<file path="src/rtl/mips_multicycle_ctrl.sv">
// -----------------------------------------------------------------------------
// mips_multicycle_ctrl
//
// Multicycle sequencing controller for the MIPS datapath. Each instruction is
// walked through FETCH / DECODE / EXECUTE / MEM / WRITEBACK states. The shared
// unified memory port is driven through a mem_req / mem_ready handshake, and
// the PC, IR, ALU operand muxes and register file write are sequenced from the
// current state.
//
// Ports:
//   clk, reset          rising-edge clock, synchronous active-high reset
//   opcode, funct       IR[31:26] and IR[5:0] (valid from DECODE onward)
//   zero                ALU zero flag (branch resolution)
//   mem_ready           memory completes the current access this cycle
//   mem_req, mem_we     memory request / write qualifier
//   iord                memory address select: 0=PC, 1=ALUOut
//   ir_write, pc_write  IR load, unconditional PC load
//   pc_src              00=ALU, 01=ALUOut, 10=jump target, 11=rs
//   alu_src_a/b, alu_op ALU operand selects and operation (ula_ctrl encoding)
//   zero_ext            zero-extend the immediate (andi/ori/xori)
//   reg_dst, mem_to_reg register file write address / data selects
//   reg_write           register file write enable
//   halted, trap_cause  HALT indication: 01 illegal opcode, 10 memory timeout
//   state               current state encoding (debug)
//
// Parameters:
//   MEM_WAIT_MAX  stalled cycles tolerated on one access before trapping to
//                 HALT; 0 disables the timeout.
//   CNT_W         width of the performance counters.
//
// Optional build macro MIPS_MCTRL_PERF_EN adds the instr_retired and
// mem_stall_cycles saturating counters as extra outputs.
// -----------------------------------------------------------------------------
module mips_multicycle_ctrl #(
    parameter int unsigned MEM_WAIT_MAX = 255,
    parameter int unsigned CNT_W        = 32
) (
    input  logic             clk,
    input  logic             reset,
    input  logic [5:0]       opcode,
    input  logic [5:0]       funct,
    input  logic             zero,
    input  logic             mem_ready,
    output logic             mem_req,
    output logic             mem_we,
    output logic             iord,
    output logic             ir_write,
    output logic             pc_write,
    output logic [1:0]       pc_src,
    output logic             alu_src_a,
    output logic [1:0]       alu_src_b,
    output logic [3:0]       alu_op,
    output logic             zero_ext,
    output logic [1:0]       reg_dst,
    output logic [1:0]       mem_to_reg,
    output logic             reg_write,
    output logic             halted,
    output logic [1:0]       trap_cause,
    output logic [3:0]       state
`ifdef MIPS_MCTRL_PERF_EN
    ,
    output logic [CNT_W-1:0] instr_retired,
    output logic [CNT_W-1:0] mem_stall_cycles
`endif
);

    typedef enum logic [3:0] {
        S_FETCH    = 4'd0,
        S_DECODE   = 4'd1,
        S_EXEC_R   = 4'd2,
        S_EXEC_I   = 4'd3,
        S_MEM_ADDR = 4'd4,
        S_MEM_RD   = 4'd5,
        S_MEM_WR   = 4'd6,
        S_MEM_WB   = 4'd7,
        S_WB_R     = 4'd8,
        S_WB_I     = 4'd9,
        S_BRANCH   = 4'd10,
        S_JUMP     = 4'd11,
        S_JAL      = 4'd12,
        S_JR       = 4'd13,
        S_HALT     = 4'd15
    } state_t;

    // Opcodes of the supported subset.
    localparam logic [5:0] OP_RTYPE = 6'b000000;
    localparam logic [5:0] OP_J     = 6'b000010;
    localparam logic [5:0] OP_JAL   = 6'b000011;
    localparam logic [5:0] OP_BEQ   = 6'b000100;
    localparam logic [5:0] OP_BNE   = 6'b000101;
    localparam logic [5:0] OP_ADDI  = 6'b001000;
    localparam logic [5:0] OP_SLTI  = 6'b001010;
    localparam logic [5:0] OP_SLTIU = 6'b001011;
    localparam logic [5:0] OP_ANDI  = 6'b001100;
    localparam logic [5:0] OP_ORI   = 6'b001101;
    localparam logic [5:0] OP_XORI  = 6'b001110;
    localparam logic [5:0] OP_LUI   = 6'b001111;
    localparam logic [5:0] OP_LW    = 6'b100011;
    localparam logic [5:0] OP_SW    = 6'b101011;
    localparam logic [5:0] FN_JR    = 6'b001000;

    // ALUOp encoding understood by ula_ctrl.
    localparam logic [3:0] ALU_FUNCT = 4'b0000;
    localparam logic [3:0] ALU_ADD   = 4'b1000;
    localparam logic [3:0] ALU_SUB   = 4'b1001;
    localparam logic [3:0] ALU_AND   = 4'b1010;
    localparam logic [3:0] ALU_OR    = 4'b1011;
    localparam logic [3:0] ALU_XOR   = 4'b1100;
    localparam logic [3:0] ALU_SLT   = 4'b1101;
    localparam logic [3:0] ALU_SLTU  = 4'b1110;
    localparam logic [3:0] ALU_LUI   = 4'b1111;

    localparam logic [1:0] TRAP_NONE    = 2'b00;
    localparam logic [1:0] TRAP_ILLEGAL = 2'b01;
    localparam logic [1:0] TRAP_TIMEOUT = 2'b10;

    // Wait counter only has to reach MEM_WAIT_MAX-1; keep at least one bit so
    // the disabled configuration still elaborates.
    localparam int unsigned WCNT_W = (MEM_WAIT_MAX < 2) ? 1 : $clog2(MEM_WAIT_MAX + 1);
    localparam bit          TIMEOUT_EN = (MEM_WAIT_MAX != 0);
    localparam logic [WCNT_W-1:0] WAIT_LAST =
        WCNT_W'((MEM_WAIT_MAX == 0) ? 0 : MEM_WAIT_MAX - 1);

    state_t            cur_state;
    state_t            nxt_state;
    logic [1:0]        trap_nxt;
    logic [WCNT_W-1:0] wait_cnt;
    logic              stall;
    logic              timeout;

    assign state  = cur_state;
    assign halted = (cur_state == S_HALT);
    assign stall  = mem_req && !mem_ready;
    // Fires on the stalled cycle that brings the count to MEM_WAIT_MAX; a
    // mem_ready in that same cycle is not a stall, so it wins.
    assign timeout = TIMEOUT_EN && stall && (wait_cnt == WAIT_LAST);

    // -------------------------------------------------------------------------
    // State, trap cause and wait counter registers
    // -------------------------------------------------------------------------
    // NOTE: sequential state is updated with non-blocking assignments so every
    // register samples the pre-edge values, independent of statement order.
    always_ff @(posedge clk) begin
        if (reset) begin
            cur_state  <= S_FETCH;
            trap_cause <= TRAP_NONE;
            wait_cnt   <= '0;
        end else begin
            cur_state  <= nxt_state;
            trap_cause <= trap_nxt;
            if ((nxt_state != cur_state) &&
                (nxt_state == S_FETCH || nxt_state == S_MEM_RD || nxt_state == S_MEM_WR)) begin
                wait_cnt <= '0;
            end else if (stall && (wait_cnt != '1)) begin
                wait_cnt <= wait_cnt + 1'b1;
            end
        end
    end

    // -------------------------------------------------------------------------
    // Next-state and output decode
    // -------------------------------------------------------------------------
    // NOTE: every signal written here gets a default first, so no path through
    // the case statement can leave one unassigned and infer a latch.
    always_comb begin
        nxt_state  = cur_state;
        trap_nxt   = trap_cause;
        mem_req    = 1'b0;
        mem_we     = 1'b0;
        iord       = 1'b0;
        ir_write   = 1'b0;
        pc_write   = 1'b0;
        pc_src     = 2'b00;
        alu_src_a  = 1'b0;
        alu_src_b  = 2'b00;
        alu_op     = ALU_ADD;
        zero_ext   = 1'b0;
        reg_dst    = 2'b00;
        mem_to_reg = 2'b00;
        reg_write  = 1'b0;

        case (cur_state)
            S_FETCH: begin
                // PC+4 is computed alongside the instruction read and written
                // back on the cycle the memory delivers the word.
                mem_req   = 1'b1;
                alu_src_b = 2'b01;
                ir_write  = mem_ready;
                pc_write  = mem_ready;
                if (mem_ready) begin
                    nxt_state = S_DECODE;
                end else if (timeout) begin
                    nxt_state = S_HALT;
                    trap_nxt  = TRAP_TIMEOUT;
                end
            end

            S_DECODE: begin
                // Branch target is speculatively formed into ALUOut.
                alu_src_b = 2'b11;
                case (opcode)
                    OP_RTYPE: nxt_state = (funct == FN_JR) ? S_JR : S_EXEC_R;
                    OP_LW, OP_SW: nxt_state = S_MEM_ADDR;
                    OP_ADDI, OP_ANDI, OP_ORI, OP_XORI,
                    OP_LUI, OP_SLTI, OP_SLTIU: nxt_state = S_EXEC_I;
                    OP_BEQ, OP_BNE: nxt_state = S_BRANCH;
                    OP_J:   nxt_state = S_JUMP;
                    OP_JAL: nxt_state = S_JAL;
                    default: begin
                        nxt_state = S_HALT;
                        trap_nxt  = TRAP_ILLEGAL;
                    end
                endcase
            end

            S_EXEC_R: begin
                alu_src_a = 1'b1;
                alu_src_b = 2'b00;
                alu_op    = ALU_FUNCT;
                nxt_state = S_WB_R;
            end

            S_WB_R: begin
                reg_dst   = 2'b01;
                reg_write = 1'b1;
                nxt_state = S_FETCH;
            end

            S_EXEC_I: begin
                alu_src_a = 1'b1;
                alu_src_b = 2'b10;
                case (opcode)
                    OP_SLTI:  alu_op = ALU_SLT;
                    OP_SLTIU: alu_op = ALU_SLTU;
                    OP_ANDI: begin alu_op = ALU_AND; zero_ext = 1'b1; end
                    OP_ORI:  begin alu_op = ALU_OR;  zero_ext = 1'b1; end
                    OP_XORI: begin alu_op = ALU_XOR; zero_ext = 1'b1; end
                    OP_LUI:   alu_op = ALU_LUI;
                    default:  alu_op = ALU_ADD;
                endcase
                nxt_state = S_WB_I;
            end

            S_WB_I: begin
                reg_write = 1'b1;
                nxt_state = S_FETCH;
            end

            S_MEM_ADDR: begin
                alu_src_a = 1'b1;
                alu_src_b = 2'b10;
                nxt_state = (opcode == OP_LW) ? S_MEM_RD : S_MEM_WR;
            end

            S_MEM_RD: begin
                mem_req = 1'b1;
                iord    = 1'b1;
                if (mem_ready) begin
                    nxt_state = S_MEM_WB;
                end else if (timeout) begin
                    nxt_state = S_HALT;
                    trap_nxt  = TRAP_TIMEOUT;
                end
            end

            S_MEM_WB: begin
                mem_to_reg = 2'b01;
                reg_write  = 1'b1;
                nxt_state  = S_FETCH;
            end

            S_MEM_WR: begin
                mem_req = 1'b1;
                mem_we  = 1'b1;
                iord    = 1'b1;
                if (mem_ready) begin
                    nxt_state = S_FETCH;
                end else if (timeout) begin
                    nxt_state = S_HALT;
                    trap_nxt  = TRAP_TIMEOUT;
                end
            end

            S_BRANCH: begin
                alu_src_a = 1'b1;
                alu_src_b = 2'b00;
                alu_op    = ALU_SUB;
                pc_src    = 2'b01;
                pc_write  = (opcode == OP_BEQ) ? zero : !zero;
                nxt_state = S_FETCH;
            end

            S_JUMP: begin
                pc_src    = 2'b10;
                pc_write  = 1'b1;
                nxt_state = S_FETCH;
            end

            S_JAL: begin
                // PC already holds the return address (PC+4) from FETCH.
                pc_src     = 2'b10;
                pc_write   = 1'b1;
                reg_dst    = 2'b10;
                mem_to_reg = 2'b10;
                reg_write  = 1'b1;
                nxt_state  = S_FETCH;
            end

            S_JR: begin
                pc_src    = 2'b11;
                pc_write  = 1'b1;
                nxt_state = S_FETCH;
            end

            S_HALT: begin
                nxt_state = S_HALT;
            end

            default: begin
                // Unused encoding: park safely, only reset leaves.
                nxt_state = S_HALT;
            end
        endcase
    end

`ifdef MIPS_MCTRL_PERF_EN
    // -------------------------------------------------------------------------
    // Saturating performance counters
    // -------------------------------------------------------------------------
    logic retire;

    // HALT never transitions to FETCH, so only completed instructions count.
    assign retire = (nxt_state == S_FETCH) && (cur_state != S_FETCH) && (cur_state != S_HALT);

    always_ff @(posedge clk) begin
        if (reset) begin
            instr_retired    <= '0;
            mem_stall_cycles <= '0;
        end else begin
            if (retire && (instr_retired != '1)) begin
                instr_retired <= instr_retired + 1'b1;
            end
            if (stall && (mem_stall_cycles != '1)) begin
                mem_stall_cycles <= mem_stall_cycles + 1'b1;
            end
        end
    end
`endif

endmodule

</file>
<file path="config.mk">
export PLATFORM = sky130hd
export DESIGN_NAME = mips_multicycle_ctrl
export DESIGN_NICKNAME = d
export VERILOG_FILES = /design/src/rtl/mips_multicycle_ctrl.sv
export SDC_FILE = /design/constraint.sdc
export NUM_CORES = 1
export LEC_CHECK = 0
export ABC_CLOCK_PERIOD_IN_PS = 7200
export CAP_MARGIN = 0
export CORE_AREA = 2 2 42 82
export DETAILED_ROUTE_END_ITERATION = 6
export DIE_AREA = 0 0 44 84
export PLACE_DENSITY = 0.89
export SYNTH_ARGS = -nofsm -noshare
export SYNTH_HDL_FRONTEND = slang
export SYNTH_SLANG_ARGS = --single-unit
</file>
<file path="constraint.sdc">
create_clock -name clk -period 7.2 [get_ports clk]
set_clock_uncertainty 0.15 [all_clocks]
set_input_delay 1.44 -clock clk [delete_from_list [all_inputs] [get_ports clk]]
set_output_delay 1.44 -clock clk [all_outputs]
set_load 0.05 [all_outputs]
</file>
# Word-level counts from Yosys, hierarchy flattened
# Index checks and enable logic that the tools add are counted.
[classes]
n_addsub = 1
mul = 0
n_div = 0
magnitude_cmp = 0
n_eq_ne = 36
shift = 0
n_mux = 28
n_bitwise = 0
reduce_logical = 27
[ops]
columns = ["cell", "count"]
rows = [
  ["$eq A6 B4 Y1 const B", 8],
  ["$pmux W4 S8", 1],
  ["$eq A4 B4 Y1 const B", 7],
  ["$eq A4 B3 Y1 const B", 6],
  ["$pmux W4 S6", 1],
  ["$mux W4", 5],
  ["$pmux W3 S6", 1],
  ["$reduce_or A14 Y1", 1],
  ["$reduce_or A7 Y1", 2],
  ["$eq A6 B2 Y1 const B", 2],
  ["$eq A6 B3 Y1 const B", 2],
  ["$eq A6 B6 Y1 const B", 2],
  ["$pmux W2 S2", 3],
  ["$pmux W2 S3", 2],
  ["$pmux W4 S3", 1],
  ["$reduce_or A2 Y1", 6],
  ["$mux W1", 9],
  ["$reduce_or A3 Y1", 3],
  ["$add A8 B1 Y8 const B", 1],
  ["$eq A4 B2 Y1 const B", 2],
  ["$eq A8 B8 Y1 const B", 1],
  ["$logic_not A4 Y1", 2],
  ["$mux W2", 4],
  ["$ne A8 B8 Y1 const B", 1],
  ["12 further kinds", 19],
]
[totals]
register_bits = 14
latch_bits = 0
mem_bits_rw = 0
mem_bits_ro = 0
inputBits = 16
out_inout_bits = 27
word_cells = 95
mem_count = 0

# Logic depth before layout (Yosys ltp)
# Gate-level depths: netlist of run 1.
[logic_depth]
depth_word = 13
depth_mapped = 9
mapped_depth_nobuf = 9

# Least setup slack after synthesis of run 1
# Ideal clock, no wire load.
[synth_path]
path_kind = "input port to output port"
from = "in opcode[5]"
to = "out alu_op[1]"
t_arrival_ps = 3065
required_time_ps = 5610
path_slack_ps = 2545
cell_stages = 3
n_path_buf = 0
cell_sequence = "nor2_1 -> and4_1 -> a21boi_0"
[synth_between]
elab_chain_cells = 3
elab_cells_between_ends = 8
cone_classes = "eq/ne: 6; mux: 2"
[synth_rtl]
columns = ["element", "line", "text"]
rows = [
  ["from (decl)", "40", "input logic [5:0] opcode,"],
  ["$eq A6 B4 Y1", "232", "case (opcode)"],
  ["$pmux W3 S6 (*)", "232", ""],
  ["$pmux W4 S3 (*)", "182", "case (cur_state)"],
  ["to (decl)", "52", "output logic [3:0] alu_op,"],
]
# Every way passes the cells marked *; elsewhere a longest branch is shown, timed or not.

# Final worst setup path of run 1
[layout_path]
from = "in opcode[1]"
to = "out pc_write"
[layout_between]
elab_chain_cells = 3
[layout_rtl]
columns = ["element", "line", "text"]
rows = [
  ["$eq A6 B3 Y1", "289", "pc_write = (opcode == OP_BEQ) ? zero : !zero;"],
  ["$mux W1", "289", ""],
  ["$pmux W1 S3", "182", ""],
  ["to (decl)", "48", "output logic pc_write,"],
]
# No other way between the ends.

==> results of run 1 <==
[layer usage]
layer | track usage [%] | vias to the layer above | share of wire (%)
li1 | - | 797 | -
met1 | 23.01 | 730 | 37
met2 | 39.30 | 39 | 57
met3 | 0.6494 | 12 | 2.4
met4 | 13.22 | 0 | 4.2
met5 | 0 | - | 0
[state kept, by name (all words and copies together), names as in the netlist]
name / count
trap_cause: 2
wait_cnt: 8
state: 4
[cells in the final DEF, fill, tap and decap left out, drive strengths merged, types with 2 or more instances in the layout]
master          n
nor2           24
a21oi          10
a311oi          2
nand3          12
inv             6
a31oi           5
nor3            7
clkbuf          4
dfxtp          14
ha              2
a2111oi         2
or4             3
xor2            6
nor2b           7
o22ai           2
nand4           5
nand2b          8
a21boi          2
or2             2
clkdlybuf4s50  42
or3             3
a211oi          3
and3            4
o211ai          2
and2            2
xnor2           4
a21o            3
and4            3
o21ai           8
a31o            2
nand2          15
[area by class of cell]
type                            count  area (sq um)  area share, %
Clock buffer                        4         55.05          2.939
Inverter                            6         22.52          1.202
Multi-Input combinational cell    165          1056          56.38
Sequential cell                    14         280.3          14.96
Tap cell                           31         38.79          2.071
Timing Repair Buffer               42         420.4          22.44
[logic make-up (layout without fill, tap and decap cells)]
logic type | after synthesis | count (layout) | synth area share (%)
adder cells (fa/ha/maj) | 2 | 2 | 1.757
AND/OR/NAND/NOR | 104 | 104 | 40.42
buffers and inverters | 20 | 52 | 6.150
XOR/XNOR | 10 | 10 | 6.151
flip-flops | 14 | 14 | 19.68
AO/OA/AOI/OAI | 49 | 49 | 25.84
[worst max-delay path, delay by kind of cell]
family	cells	cell delay (ns)
xor gates and xnor gates	1	0.18
and+or+nand+nor	3	0.58
AOI/OAI and AO/OA	2	0.32
buffers and inverters	2	1.27
[through the flow]
step	util [%]	hold slack, ns
3_3_place_gp	58.26	0.2867
6_report	60.02	0.2934
5_1_grt	60.02	0.3282
2_1_floorplan	-	0.3490
3_5_place_dp	58.26	0.2938
4_1_cts	60.02	0.3016
[worst paths after layout]
kind	slack (ns)	startpoint	end
setup / recovery	1.82	opcode[1]	pc_write
hold / removal	0.29	trap_cause[0]	trap_cause[0]
setup reg to reg	3.95	state[2]	wait_cnt[1]
hold reg to reg	0.29	trap_cause[0]	trap_cause[0]
[where the power goes]
group | internal, mW | switching [mW] | leakage (nW)
clock network | 0.0484 | 0.0263 | 0.0288
registers | 0.0927 | 0.0617 | 0.114
logic | 0.214 | 0.358 | 0.502
==> metrics.txt, run 1 <==
status complete, no violations; setup TNS 0 ns; VDD IR-drop max 0.3113 mV; clk sinks 14; initial antenna violation count 0; CTS Buf Count 3; Critical Path Max Stage Delay roughly 0.69 ns; most numerous cell in the Yosys netlist nor2_1; Power Total ~0.8 mW; asr flop ratio synth 0%; die width ~44 um; dpl ws 1.830 ns; RSZ-0062 raised after global routing false; Max Cap Violations 0; pwr/cell area ~430 nW/um^2; Most used DFF post-synth dfxtp_1; post-route cell area between 1500 and 2000 sq um; fin crit period between 5 and 6 ns; Final Hold Viols 0; share of cells above drive strength 1 roughly 4.8%; leakage dissipation 0.6451 nW; crit-path cells clkdlybuf4s50_1, nor3_1, nand3_1, xor2_1, o21ai_0, nand2b_1, a21o_1, clkdlybuf4s50_1; Synth area leaders dfxtp_1, nor2_1, nand3_1; Worst Reg2Reg Path Length in Cells 7; I/O pins 43; PostCTS Resize Cnt 0; post-synth cell types 57; Setup Crit Path Kind input port to output pin; Final setup viols 0; crit path max fanout 12; dpl hpwl between 2000 and 3000 um; Longest Clk Path Bufs 2; clock-pin slew on the worst setup and hold paths 0.05 ns; Layout area overhead 31.55%; Slew Viols, Final 0; RePlAce Congestion approximately 0.9; number of synthesized flops with an enable pin 0; GRT Total Usage approximately 22%; FP Rows 29; worst skew pair latency 0.24 ns; synthesized area per cell 7.155 sq um; grt ovf 0; largest net degree at the start of global routing 27; hold path depth 2; Slew @ Worst Pin 0.8035 ns; Critical Path AT approximately 3.8 ns; Finished Layout Cells around 260; htree depth 1; core area 3120 sq um; die extent in y 84 um; Routed WL 3674 um; Yosys top cell by area dfxtp_1; crit end category output pin; placed inst area roughly 1800 sq um; DR WL/cell 14.02 um; CTS tree built; port bufs between 40 and 50; post-cts hold buffer count 0; slew margin rel. between 40% and 50%; Synthesized Nets around 220; Mapped Area around 1400 sq um; vias ~1600; Root Driver clkbuf_8; fill cell count 296; nets 250; Placed Cells incl. Taps ~260; CP max stage cell clkdlybuf4s50_1; list of most frequent post-synthesis cells nor2_1, nand2_1, dfxtp_1, nand3_1, a21oi_1; vias per cell 6.023; # DRC 0; Final WS setup around 1.8 ns; initial core utilization 45.63%; first-pass GRT wire length approximately 6300 um; Hold Crit Class flop to flop; crit share post-route approximately 75%; Post-CTS Setup Inserts 0; Cells after Synth 199; max frequency around 190 MHz; crit start category input port; 1st-iter DRT viols 37; Yosys warnings 0; Ant. Diodes 0; Worst Path Required about 5.6 ns; sequential share of the synthesized area a little under 20%; synthesized flop and latch total 14; Yosys top cell area share around a fifth; Die ar. 3696 sq um; number of global-route vias before repair about 1400; DRT Pass-1 Iters 4; cell mode on critical path clkdlybuf4s50_1; Post-DRT Antenna Nets 0
No activity file was read; power rests on OpenSTA's default activity.
==> run 2, diff against run 1 <==
ABC_CLOCK_PERIOD_IN_PS = 4750   (was 7200)
CORE_AREA = 2 2 44 87   (was 2 2 42 82)
DIE_AREA = 0 0 46 89   (was 0 0 44 84)
PLACE_DENSITY = 0.85   (was 0.89)
clock period = 4.75 ns   (was 7.2 ns; I/O delays follow)
==> run 2 against run 1 <==
Routed wire length increased by 2.8%. Critical endpoint unchanged. Design area increased by 0.53%. Sequential share of layout area decreased by 0.080 points. Critical path type unchanged.
==> metrics.txt, run 2 (synthesized netlist as in run 1, its figures left out) <==
fin crit period between 4 and 5 ns; clk sinks 14 (unchanged); FP Rows 30 (+3.4%); max frequency approximately 230 MHz; placed inst area 1842 sq um (+1.3%); P_sw 0.6720 mW (+51%); Post-DRT Antenna Nets 0 (unchanged); setup TNS 0 ns (unchanged); I/O pins 43 (unchanged); Worst Path Required 3.65 ns (-1.96 ns); dpl hpwl 2981 um (+2.6%); met1 GRT Util 21.73% (-1.3 points); first-pass GRT wire length 6106 um (-3.3%); slew margin rel. 46.54% (+0.18 points); max FFs per register 8 (unchanged); Post-CTS Setup Inserts 0 (unchanged); Slew Viols, Final 0 (unchanged); commonest non-fill, non-tap cell in the layout clkdlybuf4s50_1; Critical Path AT 3.26 ns (-0.53 ns); die width 46 um (+4.5%); Routed WL 3777 um (+2.8%); pwr/cell area 634.4 nW/um^2 (+48%); die extent in y 89 um (+6.0%); GRT Total Usage 20.02% (-1.7 points); Slew @ Worst Pin 0.8008 ns (-0.002644 ns); clock-pin slew on the worst setup and hold paths 0.05 ns (about the same); Root Driver clkbuf_8; # DRC 0 (unchanged); Final Hold Viols 0 (unchanged); M2 GR Usage 35.61% (-3.7 points); internal power 0.5225 mW (+47%); busiest layer in global routing met2; number of global-route vias before repair 1361 (-6.0%); crit share post-route 91.76%; VDD IR-drop max 0.3709 mV (+19%); Top reg by flops wait_cnt; worst skew pair latency 0.24 ns (about the same); status complete, no violations; hold slack 0.2983 ns (+0.004838 ns); Hold Crit Class flop to flop; largest net degree at the start of global routing 27 (unchanged); vias per cell 5.985 (-0.63%); commonest non-fill, non-tap cells in the layout clkdlybuf4s50_1, nor2_1, nand2_1, dfxtp_1, nand3_1; sw frac 56.26% (+0.57 points); core area 3378 sq um (+8.3%); leakage dissipation 0.6524 nW (+1.1%); fill cell count 317 (+7.1%); crit start category input port; CTS Buf Count 3 (unchanged); Ant. Diodes 0 (unchanged); Layout area overhead 32.25%; RePlAce Congestion 0.8622 (-5.2%); initial core utilization 42.15% (-3.5 points); Seq pwr share 19.6% (+0.3 points); Max Cap Violations 0 (unchanged); Setup Crit Path Kind input port to output pin; Final setup viols 0 (unchanged); grt met3 use 1.212% (+0.56 points); post-cts hold buffer count 0 (unchanged); DRT Pass-1 Iters 4 (unchanged); nets 253 (+1.2%); Final Util 55.74% (-4.3 points); RSZ-0062 raised after global routing false; post-route cell area 1883 sq um (+0.53%); htree depth 1 (unchanged); crit end category output pin; vias 1586 (+0.51%); grt ovf 0 (unchanged); initial antenna violation count 0 (unchanged); Clk pwr share 7.9% (-1.4 points); Die ar. 4094 sq um (+11%); CTS tree built; share of cells above drive strength 1 5.579% (+0.82 points); DR WL/cell 14.25 um (+1.6%); PostCTS Resize Cnt 0 (unchanged); port bufs 42 (unchanged); flop2flop setup slack 1.45 ns (-2.50 ns); 1st-iter DRT viols 50 (+35%); combinational power share 72.6% (+1.2 points); Longest Clk Path Bufs 2 (unchanged); crit path max fanout 7 (-5)
-- run 2: cell count changes in the layout (fill, tap and decap cells not counted), sizes merged --
cell    change
buf         +3
clkbuf      -1
-- run 2: area by class of cell --
type	instances	area [sq um]	area share, %
tap	32	40.04	2.126
sequential	14	280.3	14.88
inverter	6	22.52	1.196
clock buffer	3	41.29	2.193
timing repair buffer	45	442.9	23.52
multi-input combinational	165	1056	56.08
-- run 2: path summary, 6_finish.rpt --
path	end	startpoint	cells after the start
setup / recovery	pc_write	opcode[5]	8
hold / removal	trap_cause[0]	trap_cause[0]	2
setup reg to reg	wait_cnt[1]	state[2]	7
hold reg to reg	trap_cause[0]	trap_cause[0]	2
-- run 2: per-layer routing --
| layer | vias up | share of wire (%) | wire (um) |
|---|---|---|---|
| met4 | 0 | 4.2 | 159 |
| met5 | - | 0 | 0 |
| met1 | 721 | 37 | 1391 |
| li1 | 801 | - | - |
| met3 | 14 | 2.9 | 109 |
| met2 | 50 | 56 | 2117 |
-- run 2: power by group through the flow --
stage / logic, mW / registers [mW] / clock network [mW]
detailed placement: 0.866 / 0.235 / 0
CTS: 0.869 / 0.233 / 0.0982
finish: 0.867 / 0.234 / 0.0940
global route: 0.930 / 0.244 / 0.102
floorplan: 0.647 / 0.226 / 0
global placement: 0.858 / 0.235 / 0
-- run 2: through the flow --
step	worst slack (ns)	cells	total power [mW]
after global placement	0.4453	262	1.093
after floorplan	0.7629	199	0.8738
after global routing	0.2290	265	1.276
after detailed placement	0.4067	262	1.101
after CTS	0.4051	265	1.200
final	0.3914	265	1.195
-- run 2: critical path, cell delays in order --
cell             delay (ns)
clkdlybuf4s50_1        0.53
nor2_1                 0.34
nand3_1                0.20
xor2_1                 0.17
o21ai_0                0.14
nand2b_1               0.07
a21o_1                 0.17
clkdlybuf4s50_1        0.69
